**config.mk**
```make
export PLATFORM = sky130hd
export DESIGN_NAME = vud_step_sched
export DESIGN_NICKNAME = d
export VERILOG_FILES = /design/src/rtl/vud_step_sched.sv
export SDC_FILE = /design/constraint.sdc
export NUM_CORES = 1
export LEC_CHECK = 0
export CORE_UTILIZATION = 35
export CTS_CLUSTER_DIAMETER = 200
export DETAILED_ROUTE_END_ITERATION = 8
export GPL_ROUTABILITY_DRIVEN = 0
export PLACE_DENSITY = 0.61
export SLEW_MARGIN = 20
export SYNTH_ARGS = -nofsm -noshare
export SYNTH_HDL_FRONTEND = slang
export SYNTH_SLANG_ARGS = --single-unit
```
**constraint.sdc**
```tcl
create_clock -name clk -period 2.2 [get_ports clk]
set_input_delay 0.66 -clock clk [delete_from_list [all_inputs] [get_ports clk]]
set_output_delay 0.66 -clock clk [all_outputs]
set_load 0.005 [all_outputs]
```
**src/rtl/vud_step_sched.sv**
```systemverilog
// Round-robin step scheduler for the value up/down datapath: grants one of two
// requesters and auto-repeats its steps while held. Magnitude escalation on long
// holds is built only when VUD_SCHED_ACCEL_EN is defined.
module vud_step_sched #(
    parameter int REPEAT_DLY = 15
`ifdef VUD_SCHED_ACCEL_EN
    ,parameter int ACCEL_STEPS = 4
`endif
) (
    input  logic       clk,
    input  logic       rst,
    input  logic       a_req_i,
    input  logic       a_dir_i,
    input  logic [1:0] a_mag_i,
    output logic       a_gnt_o,
    input  logic       b_req_i,
    input  logic       b_dir_i,
    input  logic [1:0] b_mag_i,
    output logic       b_gnt_o,
    input  logic       freeze_i,
    output logic       step_o,
    output logic       step_dir_o,
    output logic [1:0] step_mag_o,
    output logic       lock_n_o,
    output logic       busy_o
);

    typedef enum logic [1:0] {
        IDLE,
        ISSUE,
        HOLD
    } state_e;

    localparam logic [7:0] HOLD_LOAD = 8'(REPEAT_DLY - 1);

    state_e     state_q, state_d;
    logic       ownerB_q, ownerB_d;
    logic       lastOwnerB_q, lastOwnerB_d;
    logic       dir_q, dir_d;
    logic [1:0] mag_q, mag_d;
    logic [7:0] cnt_q, cnt_d;

    logic       stepStb_q;
    logic       stepDir_q;
    logic [1:0] stepMag_q;
    logic       aGnt_q;
    logic       bGnt_q;
    logic       busy_q;
    logic       lockN_q;

    logic       ownReq;
    logic       othReq;
    logic       pickB;
    logic       issueNext;
    logic [1:0] issueMag;

    assign ownReq    = ownerB_q ? b_req_i : a_req_i;
    assign othReq    = ownerB_q ? a_req_i : b_req_i;
    // On a tie the requester that did not own the datapath last time wins.
    assign pickB     = b_req_i & (~a_req_i | ~lastOwnerB_q);
    assign issueNext = (state_d == ISSUE);

    always_comb begin
        state_d      = state_q;
        ownerB_d     = ownerB_q;
        lastOwnerB_d = lastOwnerB_q;
        dir_d        = dir_q;
        mag_d        = mag_q;
        cnt_d        = cnt_q;
        case (state_q)
            IDLE: begin
                if (!freeze_i && (a_req_i || b_req_i)) begin
                    ownerB_d = pickB;
                    dir_d    = pickB ? b_dir_i : a_dir_i;
                    mag_d    = pickB ? b_mag_i : a_mag_i;
                    state_d  = ISSUE;
                end
            end
            ISSUE: begin
                cnt_d   = HOLD_LOAD;
                state_d = HOLD;
            end
            HOLD: begin
                if (!ownReq) begin
                    lastOwnerB_d = ownerB_q;
                    state_d      = IDLE;
                end else if (freeze_i) begin
                    cnt_d = cnt_q;
                end else if (cnt_q != 8'd0) begin
                    cnt_d = cnt_q - 8'd1;
                end else if (othReq) begin
                    lastOwnerB_d = ownerB_q;
                    state_d      = IDLE;
                end else begin
                    state_d = ISSUE;
                end
            end
            default: begin
                state_d = IDLE;
            end
        endcase
    end

`ifdef VUD_SCHED_ACCEL_EN
    localparam logic [7:0] ACCEL_DIV = 8'(ACCEL_STEPS);

    logic [7:0] repCnt_q, repCnt_d;
    logic [7:0] accelLvl;
    logic [8:0] magSum;

    // repCnt_d counts steps already issued in this grant, so it indexes the step about to go out.
    always_comb begin
        repCnt_d = repCnt_q;
        if (state_q == IDLE && state_d == ISSUE) begin
            repCnt_d = 8'd0;
        end else if (state_q == ISSUE && repCnt_q != 8'hFF) begin
            repCnt_d = repCnt_q + 8'd1;
        end
    end

    assign accelLvl = repCnt_d / ACCEL_DIV;
    assign magSum   = {7'd0, mag_d} + {1'b0, accelLvl};
    assign issueMag = (magSum > 9'd3) ? 2'd3 : magSum[1:0];

    always_ff @(posedge clk or negedge rst) begin
        if (!rst) begin
            repCnt_q <= 8'd0;
        end else begin
            repCnt_q <= repCnt_d;
        end
    end
`else
    assign issueMag = mag_d;
`endif

    always_ff @(posedge clk or negedge rst) begin
        if (!rst) begin
            state_q      <= IDLE;
            ownerB_q     <= 1'b0;
            lastOwnerB_q <= 1'b1;
            dir_q        <= 1'b0;
            mag_q        <= 2'd0;
            cnt_q        <= 8'd0;
        end else begin
            state_q      <= state_d;
            ownerB_q     <= ownerB_d;
            lastOwnerB_q <= lastOwnerB_d;
            dir_q        <= dir_d;
            mag_q        <= mag_d;
            cnt_q        <= cnt_d;
        end
    end

    // Outputs are registered from next-state so a step appears in the same cycle as ISSUE.
    always_ff @(posedge clk or negedge rst) begin
        if (!rst) begin
            stepStb_q <= 1'b0;
            stepDir_q <= 1'b0;
            stepMag_q <= 2'd0;
            aGnt_q    <= 1'b0;
            bGnt_q    <= 1'b0;
            busy_q    <= 1'b0;
            lockN_q   <= 1'b0;
        end else begin
            stepStb_q <= issueNext;
            stepDir_q <= issueNext ? dir_d : 1'b0;
            stepMag_q <= issueNext ? issueMag : 2'd0;
            aGnt_q    <= (state_d != IDLE) && !ownerB_d;
            bGnt_q    <= (state_d != IDLE) && ownerB_d;
            busy_q    <= (state_d != IDLE);
            lockN_q   <= ~freeze_i;
        end
    end

    assign step_o     = stepStb_q;
    assign step_dir_o = stepDir_q;
    assign step_mag_o = stepMag_q;
    assign a_gnt_o    = aGnt_q;
    assign b_gnt_o    = bGnt_q;
    assign busy_o     = busy_q;
    assign lock_n_o   = lockN_q;

endmodule
```
# After elaboration in Yosys (flattened, before gate mapping)
# Cells that the tools add are included.
# word_totals
mem_bits_ro,0
n_memories,0
mem_bits_rw,0
register_bits,23
latchBits,0
elab_cells,66
in_bits,11
# op_classes
n_eq_ne,9
n_mul,0
n_reduce_logical,12
div,0
addsub,1
shifts,0
n_bitwise,5
mux,26
n_lt_le_gt_ge,0
# ops
op,n
two-way mux 8 bit,3
two-way mux 2 bit,8
case mux 8 bit (2 select lines),1
two-way mux 1 bit,13
inequality test 2 bit (second input constant),5
AND reduction 4 bit,2
nonzero test 8 bit,1
subtractor 8 x 1 -> 8 bit (second input constant),1
case mux 2 bit (3 select lines),1
equality test 2 x 1 -> 1 bit (second input constant),2
nonzero test 2 bit,2
logical AND 1 bit,3
inverter 1 bit,3
equality test 2 bit (second input constant),1
zero test 1 bit,2
zero test 2 bit,1
inequality test 2 x 1 -> 1 bit (second input constant),1
AND 1 bit,1
logical OR 1 bit,1
OR 1 bit,1

# Longest topological paths before layout
# logic_depth
depth_word,8
depth_mapped,7
ltp_nobuf,6

# Worst setup path before layout
# No wires, ideal clock.
# synth_path
path_type,flip-flop to flip-flop
start,register cnt_q[0]
end,register cnt_q[2]
t_arrival_ns,1.697
stages_incl_launch_ff,8
setup_slack_ns,0.355
path_buffers,1
period_less_slack_ns,1.845
setup_time_ns,0.147
path_cell_list,dfrtp_1 -> inv_1 -> ha_1 -> or4b_4 -> nand2b_1 -> buf_6 -> a311oi_1 -> a41oi_1
# synth_between
elab_chain_len,5
elab_cells_between_ends,8
# synth_lines
item,line_no,text
start: declaration,41,"logic [7:0] cnt_q, cnt_d;"
start signal: assignment,150,cnt_q <= cnt_d;
subtractor 8 x 1 -> 8 bit,90,cnt_d = cnt_q - 8'd1;
two-way mux 8 bit,89,end else if (cnt_q != 8'd0) begin
two-way mux 8 bit,87,end else if (freeze_i) begin
two-way mux 8 bit,84,if (!ownReq) begin
case mux 8 bit (2 select lines),70,case (state_q)
# Parallel ways exist; a longest one is shown, timed or not. The select of a mux whose other input is x is not followed.
# A chain may end at the register's enable or synchronous reset.

# Final worst setup path
# Ends and elaborated chain as after synthesis.

==> impl_metrics.toml <==
[run_status]
status = "completed"

[critical_path]
cp.required_ps = 2390
startpoint_type_of_the_worst_setup_path = "flop"
cp_max_fo = 8
timing_worst_setup_path_type = "flop to flop"
critical_path_arrival_ps = 2220
crit_path_end_kind = "flop"

[die]
die_area_um2 = 3490
width_of_the_chip_um = 59.1
die_outline_height_um = 59.1
number_of_core_rows = 20
floorplan.core_area_um2 = 3080
design.portCount = 19
start_util = 0.371

[pwr]
vdd_ir_drop_max_uv = 395
switchingPower_mw = 0.420
pwr-share-clk = 0.162
power_density_nw_per_um2 = 858
combinational_share_of_power = 0.351
power.leakage_nw = 0.617
pwr-share-seq = 0.487
net_sw_frac = 0.336
p_int_mw = 0.830

[route]
drt_iter0_drcs = 47
postRouteAntennaNets = 0
vias = 904
detailedRoute.firstPassIterationCount = 4
drt-total-wl_mm = 2.32
detail_route.drc_violations = 0
routed_wl_per_cell_um = 12.7
viasPerCell = 4.97

[clock_tree]
cts_post_setup_buffers_inserted = 0
cts_sinks = 23
clkSlewWorstSetupHoldPaths_ps = 140
cts_hold_repair.buffers = 0
max-clock-path-buffers = 2
clock_buffer_count_from_cts = 3
htree_levels = 1
ctsResizeCount = 0
cts-root-buf = "sky130_fd_sc_hd__clkbuf_4"
cts_tree = "done"
clock_latency_ps = 320

[placed_design]
io_buffer_count = 18
cell_total_after_placement = 178
detailed_place_hpwl_mm = 1.71

[final_layout]
layoutNonFillerInstCount = 182
layout.cells.most_common_list = "sky130_fd_sc_hd__dfrtp_1, sky130_fd_sc_hd__clkdlybuf4s50_1, sky130_fd_sc_hd__nor2_1, sky130_fd_sc_hd__inv_1, sky130_fd_sc_hd__buf_4"
drive_gt1_frac = 0.159
mostFrequentLayoutCell = "sky130_fd_sc_hd__dfrtp_1"
final_core_utilization = 0.473
area_growth_syn_to_layout_pct = 27.6
finalNetCount = 151
num_antenna_cells = 0

[timing]
setup_viol = 0
finClkSkew_ps = 8.53
rsz0062_at_grt = "no"
worst_slew_pin_slew_ps = 450
max_freq_mhz = 493
post-route-period-util = 0.921
remaining_max_slew_budget_at_the_tightest_pin = 0.697
drv_slew = 0
shortest_period_the_worst_path_allows_ps = 2030
final-hold-violation-count = 0

[synthesis]
syn_nets = 123
synth-seq-cells = 23
ys.flop_type = "sky130_fd_sc_hd__dfrtp_1"
postSynthCellCount = 111
synth_sequential_area_ratio = 0.505
synth_cell_type_count = 35
yosysWarningCount = 0
synth-edff-count = 0
avgSynthCellArea_um2 = 10.3
async_reset_ff_frac = 1.00
mappedNetlistArea_um2 = 1140

[global_route]
antenna_violations_before_repair = 0
grt_overflow_total = 0
via_count_of_the_first_global_routing_pass = 883
grt_max_degree = 24
groute.usage.overall = 0.148
wire_length_of_the_first_global_routing_pass_mm = 3.83

[hold_path]
min-delay-path-class = "flop to flop"

[job]
cap_violations = 0
worst paths after layout:
check                      startpoint           end  slack [ps]  cells after the start
max                          cnt_q[0]      cnt_q[2]         170                      6
min                             dir_q         dir_q         530                      2
max reg2reg                  cnt_q[0]      cnt_q[2]         170                      6
min reg2reg                     dir_q         dir_q         530                      2
max in group asynchronous         rst  lastOwnerB_q        1250                      2
min in group asynchronous         rst      ownerB_q         670                      2
power by group through the flow:
stage,sequential (mW),clock (mW),combinational (mW)
6_report,0.608,0.203,0.438
5_1_grt,0.626,0.225,0.492
4_1_cts,0.611,0.215,0.440
3_5_place_dp,0.618,0,0.437
3_3_place_gp,0.618,0,0.425
2_1_floorplan,0.606,0,0.239
cell type report:
cell class | count | area (um^2)
fillers | 301 | 1620
flip-flops and latches | 23 | 577
multi-input cells | 75 | 520
repair buffers | 25 | 233
well taps | 44 | 55.1
inverters | 11 | 41.3
clock buffers | 3 | 22.5
clock inverters | 1 | 7.51
cells by family after synthesis:
logic type      after synthesis  synth area share
compound gates               28             0.181
buf+inv                      13            0.0493
flops                        23             0.505
xor+xnor                      1           0.00768
mux                           7            0.0625
fa+ha+maj                     1            0.0110
simple gates                 38             0.183
synth_stat cells, types with 2 or more instances:
| library cell | instances | area share |
|---|---|---|
| sky130_fd_sc_hd__o21a_1 | 3 | 0.020 |
| sky130_fd_sc_hd__o21ai_0 | 3 | 0.013 |
| sky130_fd_sc_hd__nand3b_1 | 2 | 0.013 |
| sky130_fd_sc_hd__mux2i_1 | 6 | 0.053 |
| sky130_fd_sc_hd__nand2b_1 | 4 | 0.022 |
| sky130_fd_sc_hd__nor4_1 | 2 | 0.011 |
| sky130_fd_sc_hd__o221ai_1 | 2 | 0.015 |
| sky130_fd_sc_hd__inv_1 | 11 | 0.036 |
| sky130_fd_sc_hd__dfrtp_1 | 22 | 0.48 |
| sky130_fd_sc_hd__nand2_1 | 5 | 0.016 |
| sky130_fd_sc_hd__a21oi_1 | 6 | 0.026 |
| sky130_fd_sc_hd__nor3_1 | 5 | 0.022 |
| sky130_fd_sc_hd__nand3_1 | 3 | 0.013 |
| sky130_fd_sc_hd__a211oi_1 | 4 | 0.026 |
| sky130_fd_sc_hd__nor2_1 | 11 | 0.036 |
| sky130_fd_sc_hd__o22ai_1 | 3 | 0.016 |
stage by stage:
stage	power (mW)	hold slack, ps	setup slack (ps)	setup TNS [ps]	area (um^2)
6_report	1.25	530	173	0	1460
5_1_grt	1.34	575	24.5	0	1460
4_1_cts	1.27	540	134	0	1450
3_5_place_dp	1.05	506	-21.9	-21.9	1420
3_3_place_gp	1.04	493	31.0	0	1420
2_1_floorplan	0.845	364	355	0	1140
worst max-delay path: stages (launching register included):
cell                       delay [ps]
sky130_fd_sc_hd__dfrtp_1          410
sky130_fd_sc_hd__inv_1             90
sky130_fd_sc_hd__ha_1             220
sky130_fd_sc_hd__or4b_4           520
sky130_fd_sc_hd__nand2b_2         280
sky130_fd_sc_hd__a311oi_1         320
sky130_fd_sc_hd__a41oi_1           70
sequential cells by signal, indices dropped and copies added, names as in the netlist:
name / count
busy_o: 1
step_dir_o: 1
step_mag_o: 2
state_q: 2
a_gnt_o: 1
cnt_q: 8
lock_n_o: 1
mag_q: 2
b_gnt_o: 1
ownerB_q: 1
dir_q: 1
step_o: 1
lastOwnerB_q: 1
routing by layer:
layer,up-vias,wire length [um],global-route usage
li1,451,-,-
met1,427,1110,0.184
met2,22,1080,0.239
met3,4,105,0.0480
met4,0,24,0.0578
met5,-,0,0
No activity file was read; power rests on OpenSTA's default activity.
